[config.mk]
export PLATFORM = sky130hd
export DESIGN_NAME = hazard_ctrl
export DESIGN_NICKNAME = d
export VERILOG_FILES = /design/src/rtl/hazard_ctrl_pkg.sv /design/src/rtl/hazard_scoreboard.sv /design/src/rtl/hazard_ctrl.sv
export SDC_FILE = /design/constraint.sdc
export NUM_CORES = 1
export LEC_CHECK = 0
export BUFFER_PORTS_ARGS = -buffer_cell sky130_fd_sc_hd__buf_2
export CAP_MARGIN = 40
export CORE_ASPECT_RATIO = 1.4
export CORE_MARGIN = 5
export CORE_UTILIZATION = 30
export CTS_CLUSTER_SIZE = 20
export DETAILED_ROUTE_END_ITERATION = 10
export PLACE_DENSITY_LB_ADDON = 0.08
export SYNTH_ARGS = -nofsm -noshare
export SYNTH_HDL_FRONTEND = slang
export SYNTH_SLANG_ARGS = --single-unit
[constraint.sdc]
create_clock -name clk -period 13.41 [get_ports clk]
set_input_delay 4.023 -clock clk [delete_from_list [all_inputs] [get_ports clk]]
set_output_delay 4.023 -clock clk [all_outputs]
set_load 0.01 [all_outputs]
[src/rtl/hazard_ctrl_pkg.sv]
// hazard_ctrl_pkg: shared types and constants for the pipeline interlock
// controller.
//   REG_ADDR_W   : register address width (x0..x31)
//   HZ_W         : width of the registered stall-reason bus
//   hz_state_e   : stall reason, HZ_RUN/HZ_LD/HZ_SB/HZ_ST
//   hz_cause_t   : raw hazard flags raised in the current cycle
//   hz_reason()  : priority encode of the flags, LD > SB > ST
package hazard_ctrl_pkg;

  localparam int REG_ADDR_W = 5;
  localparam int HZ_W       = 2;

  typedef enum logic [HZ_W-1:0] {
    HZ_RUN = 2'd0,
    HZ_LD  = 2'd1,
    HZ_SB  = 2'd2,
    HZ_ST  = 2'd3
  } hz_state_e;

  typedef struct packed {
    logic ld;
    logic sb;
    logic st;
  } hz_cause_t;

  function automatic hz_state_e hz_reason(input hz_cause_t c);
    if (c.ld)      return HZ_LD;
    else if (c.sb) return HZ_SB;
    else if (c.st) return HZ_ST;
    else           return HZ_RUN;
  endfunction

endpackage

[src/rtl/hazard_scoreboard.sv]
// hazard_scoreboard: pending-write bit per architectural register plus the
// busy flag of the single long-latency unit.
//   clk, rst_n       : clock, async active-low reset
//   issue_i          : long op leaves decode this cycle
//   issue_wen_i      : issuing op writes issue_rd_i
//   issue_rd_i       : destination of the issuing op
//   done_i, done_rd_i: long unit writes back done_rd_i this cycle
//   rs1_i/rs2_i/rd_i : read-port addresses from decode
//   pending_o        : full scoreboard vector
//   long_busy_o      : long unit occupied
//   rs1_pend_o ...   : scoreboard bit of each read port
module hazard_scoreboard
  import hazard_ctrl_pkg::*;
#(
  parameter int REG_NUM = 32
) (
  input  logic                  clk,
  input  logic                  rst_n,
  input  logic                  issue_i,
  input  logic                  issue_wen_i,
  input  logic [REG_ADDR_W-1:0] issue_rd_i,
  input  logic                  done_i,
  input  logic [REG_ADDR_W-1:0] done_rd_i,
  input  logic [REG_ADDR_W-1:0] rs1_i,
  input  logic [REG_ADDR_W-1:0] rs2_i,
  input  logic [REG_ADDR_W-1:0] rd_i,
  output logic [REG_NUM-1:0]    pending_o,
  output logic                  long_busy_o,
  output logic                  rs1_pend_o,
  output logic                  rs2_pend_o,
  output logic                  rd_pend_o
);

  logic [REG_NUM-1:0] pend_q, pend_d;
  logic [REG_NUM-1:0] set_vec, clr_vec;
  logic               busy_q, busy_d;

  always_comb begin
    set_vec = '0;
    clr_vec = '0;
    if (issue_i && issue_wen_i && (issue_rd_i != '0))
      set_vec = REG_NUM'(1) << issue_rd_i;
    if (done_i)
      clr_vec = REG_NUM'(1) << done_rd_i;
    // set applied after clear so a same-register reissue keeps the bit;
    // bit 0 masked since x0 can never be outstanding
    pend_d    = ((pend_q & ~clr_vec) | set_vec) & ~REG_NUM'(1);
    busy_d    = issue_i ? 1'b1 : (done_i ? 1'b0 : busy_q);
  end

  always_ff @(posedge clk or negedge rst_n) begin
    if (!rst_n) begin
      pend_q <= '0;
      busy_q <= 1'b0;
    end else begin
      pend_q <= pend_d;
      busy_q <= busy_d;
    end
  end

  // reads use the registered vector: a register completing this cycle is
  // still reported pending until the regfile holds its value
  assign pending_o   = pend_q;
  assign long_busy_o = busy_q;
  assign rs1_pend_o  = pend_q[rs1_i];
  assign rs2_pend_o  = pend_q[rs2_i];
  assign rd_pend_o   = pend_q[rd_i];

endmodule

[src/rtl/hazard_ctrl.sv]
// hazard_ctrl: pipeline interlock controller beside the decode stage.
// Detects load-use, scoreboard (RAW/WAW on long ops) and long-unit
// structural hazards, drives IF/DC stall and DC_ALU bubble, applies branch
// flushes, dispatches long ops into the scoreboard.
//   clk, rst_n                  : clock, async active-low reset
//   dc_*                        : decode-stage instruction fields
//   ex_valid/ex_is_load/ex_rd   : instruction in DC_ALU
//   lu_done/lu_rd               : long-unit writeback
//   branch_flush                : taken branch/jump from ALU
//   stall_fetch/stall_decode    : hold PC, IF/DC and DC contents
//   bubble_alu/flush_decode     : NOP into DC_ALU, squash DC
//   lu_issue                    : long op dispatched this cycle
//   sb_pending                  : scoreboard vector
//   hz_state                    : registered stall reason
//   stall_cnt                   : saturating stalled-cycle count
module hazard_ctrl
  import hazard_ctrl_pkg::*;
#(
  parameter int REG_NUM = 32,
  parameter int CNT_W   = 16
) (
  input  logic                  clk,
  input  logic                  rst_n,
  input  logic                  dc_valid,
  input  logic [REG_ADDR_W-1:0] dc_rs1,
  input  logic [REG_ADDR_W-1:0] dc_rs2,
  input  logic                  dc_rs1_used,
  input  logic                  dc_rs2_used,
  input  logic [REG_ADDR_W-1:0] dc_rd,
  input  logic                  dc_rd_wen,
  input  logic                  dc_is_long,
  input  logic                  ex_valid,
  input  logic                  ex_is_load,
  input  logic [REG_ADDR_W-1:0] ex_rd,
  input  logic                  lu_done,
  input  logic [REG_ADDR_W-1:0] lu_rd,
  input  logic                  branch_flush,
  output logic                  stall_fetch,
  output logic                  stall_decode,
  output logic                  bubble_alu,
  output logic                  flush_decode,
  output logic                  lu_issue,
  output logic [REG_NUM-1:0]    sb_pending,
  output logic [HZ_W-1:0]       hz_state,
  output logic [CNT_W-1:0]      stall_cnt
);

  logic      long_busy;
  logic      rs1_pend, rs2_pend, rd_pend;
  hz_cause_t cause;
  logic      stall;

  hz_state_e        hz_state_q, hz_state_d;
  logic [CNT_W-1:0] stall_cnt_q, stall_cnt_d;

  hazard_scoreboard #(.REG_NUM(REG_NUM)) u_sb (
    .clk         (clk),
    .rst_n       (rst_n),
    .issue_i     (lu_issue),
    .issue_wen_i (dc_rd_wen),
    .issue_rd_i  (dc_rd),
    .done_i      (lu_done),
    .done_rd_i   (lu_rd),
    .rs1_i       (dc_rs1),
    .rs2_i       (dc_rs2),
    .rd_i        (dc_rd),
    .pending_o   (sb_pending),
    .long_busy_o (long_busy),
    .rs1_pend_o  (rs1_pend),
    .rs2_pend_o  (rs2_pend),
    .rd_pend_o   (rd_pend)
  );

  always_comb begin
    cause.ld = ex_valid && ex_is_load && (ex_rd != '0) &&
               ((dc_rs1_used && (dc_rs1 == ex_rd)) ||
                (dc_rs2_used && (dc_rs2 == ex_rd)));
    cause.sb = (dc_rs1_used && (dc_rs1 != '0) && rs1_pend) ||
               (dc_rs2_used && (dc_rs2 != '0) && rs2_pend) ||
               (dc_rd_wen   && (dc_rd  != '0) && rd_pend);
    // a writeback this cycle frees the unit for an immediate reissue
    cause.st = dc_is_long && long_busy && !lu_done;
  end

  assign stall        = dc_valid && (cause.ld || cause.sb || cause.st) && !branch_flush;
  assign stall_fetch  = stall;
  assign stall_decode = stall;
  assign bubble_alu   = stall || branch_flush;
  assign flush_decode = branch_flush;
  assign lu_issue     = dc_valid && dc_is_long && !stall && !branch_flush;

  always_comb begin
    hz_state_d  = stall ? hz_reason(cause) : HZ_RUN;
    stall_cnt_d = (stall && (stall_cnt_q != '1)) ? stall_cnt_q + CNT_W'(1) : stall_cnt_q;
  end

  always_ff @(posedge clk or negedge rst_n) begin
    if (!rst_n) begin
      hz_state_q  <= HZ_RUN;
      stall_cnt_q <= '0;
    end else begin
      hz_state_q  <= hz_state_d;
      stall_cnt_q <= stall_cnt_d;
    end
  end

  assign hz_state  = hz_state_q;
  assign stall_cnt = stall_cnt_q;

endmodule

==> impl_summary.md, run 1 <==
Outcome
The run finished with clean final reports.

Global route
The pin count of the biggest net entering global routing is 51. The number of antenna violations at the first check in global routing is 0. The global-route usage over all layers is 0.177.

After global routing the overflow that remains totals 0. The number of global-route vias before repair came to 3,244. The first-pass GRT wire length is roughly 18 mm.

Final layout
The net count of the finished layout is around 450. The area added between synthesis and finish is 18.9%. The number of diodes added for antenna fixing is 0. In the final layout, the share of cells above drive strength 1 is 0.345.

The final cell area excluding filler cells is 0.00407 mm^2. The final cell utilization of the core is 0.361. The final instance count without filler cells is roughly 560.

Setup path
The register-to-register setup slack is about 11,000 ps. The endpoint type of the worst setup path is a primary output. The worst register-to-register path has a depth of 7. The worst register-to-register path begins at u_sb.pending_o[1].

STA classifies the critical path startpoint as a primary input. The required time of the worst setup path is roughly 9400 ps. The reg-to-reg endpoint is u_sb.pending_o[21]. The worst setup path is of the in -> out kind.

In this run the worst path has a maximum fanout of 13. For the worst setup path, the data arrival time is 6330 ps.

Timing
Final hold analysis gives a worst-case slack of between 400 and 500 ps. For the finished layout, the period the worst path requires is ~10,000 ps. The worst clock skew is between 9 and 10 ps. The final-report hold violation count is 0.

Dividing the final minimum period by the clock period gives 0.772. Setup repair after global routing left no endpoint under its margin. The worst slew margin relative to its limit is 0.471. Adding up every negative setup slack in the final design gives 0 ps. The number of max-slew violations in the final report is 0. Setup violations remaining at the end of the flow were counted as 0. Based on the critical path, the design can be clocked at up to 96.6 MHz. For the pin with the worst max-slew slack, the measured transition is between 700 and 800 ps.

Routing
The detail-routed via count per cell is roughly 5.5. The number of DRC markers in iteration 0 is 180. The first-pass detailed-route iteration total is 5. The routed layout has 3,051 vias. The number of nets still failing antenna checks after routing is 0. After detailed routing, the average wire length per cell comes to 21.0 um. After detailed routing, the number of remaining DRC violations is 0. The routed design has 11.7 mm of wire.

Pwr
The share of total power dissipated in combinational logic is 0.226. The switching power total is 0.121 mW. The worst supply voltage drop on vdd is slightly below 0.00006 V. Of the total power, the share spent switching nets is 0.310. The proportion of power drawn by the clock network is 0.321.

Summed over all cells, the static leakage comes to between 1.5 and 2 nW. Cell internal power was estimated by the tool at ~0.27 mW. The areal power density over the cells is roughly 96 mW/mm^2.

The sequential share of power is 0.453.

Clock tree
The cell at the root of the clock tree is clkbuf_16. Clock-pin slew was measured on the worst setup and hold paths at approximately 60 ps. The maximum buffer depth of the clock tree is 2. TritonCTS built the clock tree. The number of buffers inserted for hold repair after clock tree synthesis is 0.

The level count of the clock H-tree is 2. The number of buffers created by CTS is 5. The clock latency of the later-clocked register in the worst-skew pair is between 200 and 300 ps. The number of post-CTS setup repair buffers is 0. The number of clock sinks is 50. The number of gates resized after CTS is 0.

Synthesis
Among all flip-flop cells after synthesis, the most frequent one is dfrtp_1. The mapped cell area is 0.00342 mm^2. The top cell type by total area after synthesis is dfrtp_1.

Sorting the synthesized cells by area gives the leading types as dfrtp_1 37%, mux4_2 11%, o21ai_0 7.5%. The commonest cells after synthesis are 51 x o21ai_0, 50 x dfrtp_1, 23 x xnor2_1, 21 x nand2_1, 17 x mux4_2. The share of synthesized area in the top cell type comes to 0.365. The number of synthesized register bits is 50.

After synthesis, the netlist uses 51 different library cells. During synthesis, Yosys emitted a total of 0 warnings. Counting every net in the synthesized netlist gives about 380. Of the synthesized area, sequential elements account for 0.365.

Synthesis produced a netlist whose cell count is between 300 and 400. Counting flops with a built-in enable in the synthesized netlist gives 0. In the post-synthesis netlist, the cell with the most instances is o21ai_0. The fraction of registers with async set/reset is 1.00. The mean area per synthesized cell is slightly above 10 um^2.

Place
After legalization and detailed placement, the total HPWL measured about 9.4 mm. Including well taps, the total number of placed cells is between 500 and 600. The final estimated routing congestion in global placement is 0.792. The number of buffers inserted by port buffering is 89. After detailed placement, the total cell area comes to slightly below 0.004 mm^2.

Die
The initial utilization of the core area, before any placement, comes to 0.303. In this run the core area contains 46 standard-cell rows. Pin placement for this block handled 91 I/O pins. The total die area is between 0.01 and 0.015 mm^2. The horizontal die dimension is around 100 um. The die is roughly 140 um tall. The area of the core is between 0.01 and 0.015 mm^2.

Min path
The critical hold path startpoint is stall_cnt[13]. The number of stages on the worst hold path is 1. In this run the worst hold path is classified as reg -> reg. The worst hold path terminates at stall_cnt[13].

Job
The tool flagged a number of max-cap violations equal to 0.
sequential cells by signal (all words and copies together), names as in the netlist:
signal,count
u_sb.pending_o,31
hz_state,2
u_sb.long_busy_o,1
stall_cnt,16
layer usage:
layer | routed length, um | track usage | share of wire | vias up
met1 | 4360 | 0.202 | 0.37 | 1499
met4 | 319 | 0.0742 | 0.027 | 0
met3 | 748 | 0.0318 | 0.064 | 20
met2 | 6300 | 0.321 | 0.54 | 116
li1 | - | - | - | 1416
met5 | 0 | 0 | 0 | -
per-stage QoR:
| step | power (mW) | worst slack [ps] |
|---|---|---|
| finish | 0.391 | 3060 |
| global route | 0.414 | 2850 |
| CTS | 0.399 | 3050 |
| detailed placement | 0.270 | 3060 |
| global placement | 0.269 | 3080 |
| floorplan | 0.232 | 3390 |
power groups by stage:
stage	registers [mW]	logic, mW	clock network, mW
5_1_grt	0.179	0.0978	0.137
2_1_floorplan	0.181	0.0512	0
6_report	0.177	0.0883	0.126
3_5_place_dp	0.180	0.0898	0
3_3_place_gp	0.180	0.0890	0
4_1_cts	0.177	0.0900	0.132
area by class of cell:
cell class | instances | area (um^2)
flip-flops and latches | 50 | 1250
well taps | 144 | 180
clock inverters | 2 | 13.8
fillers | 1198 | 7210
repair buffers | 90 | 453
inverters | 3 | 11.3
clock buffers | 6 | 129
multi-input cells | 264 | 2030
cells by family (layout without fill, tap and decap cells):
group | after synthesis | after routing | share of synthesized area
buffers and inverters | 24 | 101 | 0.0413
DFF | 50 | 50 | 0.365
muxes | 34 | 34 | 0.174
AOI/OAI and AO/OA | 87 | 87 | 0.155
adders and majority gates | 1 | 1 | 0.00365
and+or+nand+nor | 118 | 118 | 0.200
xor gates and xnor gates | 23 | 23 | 0.0588
other | 1 | 1 | 0.00110
critical path, stage by stage:
cell and delay [ps]:
buf_2 290, mux2_2 370, a221oi_1 340, o31ai_1 120
o221ai_2 320, and4_1 530, nor2_1 150, buf_2 170
cell usage in the layout (no fill, tap or decap), types with 4 or more instances in the layout:
master / netlist / routed
nand3b_1: 5 / 5
clkbuf_16: 0 / 5
o21ai_1: 10 / 10
o21ai_2: 5 / 5
xnor2_1: 23 / 23
dfrtp_1: 50 / 50
mux2_2: 9 / 9
nand3_1: 16 / 16
buf_2: 5 / 89
mux2i_1: 6 / 6
nor2_1: 15 / 15
and3_1: 7 / 7
nor2b_1: 11 / 11
mux4_2: 17 / 17
or2_2: 5 / 5
nand4_1: 14 / 14
nand2b_1: 4 / 4
o21ai_0: 51 / 51
or3_1: 4 / 4
nand2_1: 21 / 21
how the worst max path moves through the flow:
| stage | start | end | depth (start not counted) |
|---|---|---|---|
| after floorplan | dc_rd[3] | stall_fetch | 9 |
| after global placement | dc_rs1[1] | stall_fetch | 8 |
| after detailed placement | dc_rs1[1] | stall_decode | 8 |
| after CTS | dc_rs1[1] | stall_decode | 8 |
| after global routing | dc_rs1[1] | stall_decode | 8 |
| final | dc_rs1[1] | stall_fetch | 8 |
Power figures use the tool's default switching activity.
==> run 2, diff against run 1 <==
- clock period: 13.41 -> 9.56 ns (I/O delays scaled with it)
==> run 2 against run 1 <==
  * Critical path depth unchanged
  * Clock power is 87% higher
  * Sequential power is 41% higher
  * Register-to-register slack got worse by 3800 ps
  * Power increased by 56%
  * Cell area grew 1.3%
==> impl_summary.md, run 2 (synthesis gave the netlist of run 1 again) <==
Setup path
The arrival time of the worst setup path is between 5000 and 6000 ps. In this run the worst setup path terminates at stall_fetch. The nature of the critical path startpoint is a primary input. The critical path is of the in -> out type. Data on the critical path is required at its endpoint by ~6700 ps. The endpoint type of the worst setup path is a primary output.

The launch instance of the worst register-to-register path is u_sb.pending_o[1]. The critical path goes through buf_2 -> mux2_2 -> a221oi_1 -> o31ai_1 -> o221ai_2 -> and4_1 -> nor2_1 -> buf_2. In this run the worst path has a maximum fanout of 13. Setup slack on the worst reg-to-reg path comes out at slightly below 7000 ps. The delay of the slowest cell on the worst path is approximately 530 ps. The reg-to-reg endpoint is stall_cnt[1]. Among the stages of the critical path, the cell type that occurs most often is buf_2.

The cell with the biggest individual delay on the critical path is and4_1. Measured in cells, the most critical reg-to-reg path has a length of 7. The critical path starts at dc_rs1[1].

Global route
The number of antenna violations at the first check in global routing came to 0. The pin count of the biggest net entering global routing is between 50 and 60. For this run the aggregate overflow at the end of global routing stands at 0. For this run, the total global-route usage over all layers was measured as 0.181. The number of global-route vias before repair is between 3,000 and 4,000. The first global-routing pass estimated between 15 and 20 mm of wire.

Min path
Counting instances, the worst hold path has a depth of 1. The tightest min-delay check is of the reg -> reg type.

Final layout
Relative to the synthesized area, the layout overhead comes to 20.4%. The share of post-route cells with drive strength above 1 is 0.347. The total area of multi-input combinational cells is about 0.002 mm^2. After the last flow step, the layout net total stands at ~450. The number of diodes added for antenna fixing is 0. Summing all flip-flop and latch instances after layout gives 0.00125 mm^2. The register with the most flip-flops in the layout has 31 of them. Leaving out fill and tap cells, the most frequent cell in the layout is buf_2. For this run, the share of the core covered by cells in the final layout is 0.365. The layout filler cell count is 1,219.

Leaving out fill and tap cells, the most frequent cells in the layout are 89 x buf_2, 51 x o21ai_0, 50 x dfrtp_1, 23 x xnor2_1, 21 x nand2_1.

Place
The number of buffers inserted by port buffering is roughly 90. The final estimated routing congestion in global placement is roughly 0.8. The post-detailed-placement half-perimeter wirelength is between 9 and 10 mm.

Timing
Headroom to the max-slew limit came out at 0.417. At the pin with the least slew margin, the transition time is ~870 ps. The highest clock rate is between 100 and 150 MHz. The worst clock skew is 9.21 ps. Setup violations remaining at the end of the flow were counted as 0.

Setup repair after global routing left no endpoint under its margin. Dividing the final minimum period by the clock period gives 0.839. The final-report hold violation count is 0. The total negative setup slack is 0 ps. The routed design could run at a clock period as short as around 8000 ps. The number of max-slew violations in the final report is 0.

Clock tree
The clock drives 50 sinks. The clock latency of the later-clocked register in the worst-skew pair is about 300 ps. In this run the post-CTS setup repair buffer count came out at 0. In this run the number of H-tree levels came out at 2. The cell at the root of the clock tree is clkbuf_16.

The number of buffers created by CTS is 5. The longest clock path from root to sink contains 2 buffers. The clock edge transition at the registers on the reported setup and hold paths is approximately 70 ps.

TritonCTS built the clock tree. After clock tree synthesis, the repair step resized 0 gates. In this run, post-CTS hold repair placed 0 buffers.

Die
The vertical extent of the die is approximately 140 um. The area of the core is roughly 0.011 mm^2. The initial utilization of the core area, before any placement, comes to 0.303. The number of placed I/O pins is slightly above 90. The total die area is ~0.014 mm^2. The floorplan step set the die width to roughly 100 um. In this run the core area contains 46 standard-cell rows.

Pwr
The leakage dissipation is roughly 1.8 nW. For this design the ratio of total power to cell area is 148 mW/mm^2. The worst-case IR drop observed on VDD is ~0.000063 V.

Routing
For this run, the detailed router's first-pass iteration total came to 4. After detailed routing, the number of remaining DRC violations is 0. Using the TritonRoute via totals, the vias-per-cell ratio works out to roughly 5.5.

The aggregate routed wire length is between 10 and 15 mm. The detailed-route wire length per cell is 21.2 um. The routed via count is 3,072. The number of DRC markers in iteration 0 is 140. The number of nets still failing antenna checks after routing is 0.

Outcome
The flow ran to the end, and the final reports show no timing, DRC or antenna violations.

Job
The reported max-cap violation count is 0.
[run 2: how the worst min path moves through the flow]
stage | endpoint | start
CTS | stall_cnt[13] | stall_cnt[13]
global placement | stall_cnt[6] | stall_cnt[6]
finish | stall_cnt[13] | stall_cnt[13]
floorplan | u_sb.long_busy_o | u_sb.long_busy_o
global route | stall_cnt[6] | stall_cnt[6]
detailed placement | stall_cnt[13] | stall_cnt[13]
[run 2: area by class of cell]
class                           count  share of cell area
Tap cell                          144              0.0437
Clock buffer                        5              0.0304
Clock inverter                      3              0.0167
Multi-Input combinational cell    264               0.493
Inverter                            3             0.00273
Sequential cell                    50               0.304
Timing Repair Buffer               90               0.110
[run 2: report_power, final]
| part | internal, mW | switching [mW] |
|---|---|---|
| sequential | 0.228 | 0.0212 |
| clock | 0.151 | 0.0852 |
| combinational | 0.0536 | 0.0705 |
[run 2: per-layer routing]
layer,track usage,wire length (um)
met5,0,0
met4,0.0622,298
met3,0.0282,612
met2,0.332,6360
met1,0.211,4550
[run 2: through the flow]
stage | power, mW | cell area, um^2 | setup WS, ps | instances | hold WS [ps]
finish | 0.609 | 4120 | 1530 | 559 | 498
global route | 0.640 | 4120 | 1350 | 559 | 515
CTS | 0.617 | 4120 | 1520 | 559 | 499
detailed placement | 0.379 | 3930 | 1530 | 551 | 484
global placement | 0.378 | 3930 | 1550 | 551 | 491
floorplan | 0.326 | 3420 | 1850 | 338 | 516
[run 2: critical path: cells and delay by family]
kind            cells  cell delay, ps
mux                 1             370
simple gates        2             680
compound gates      3             760
buf+inv             2             450
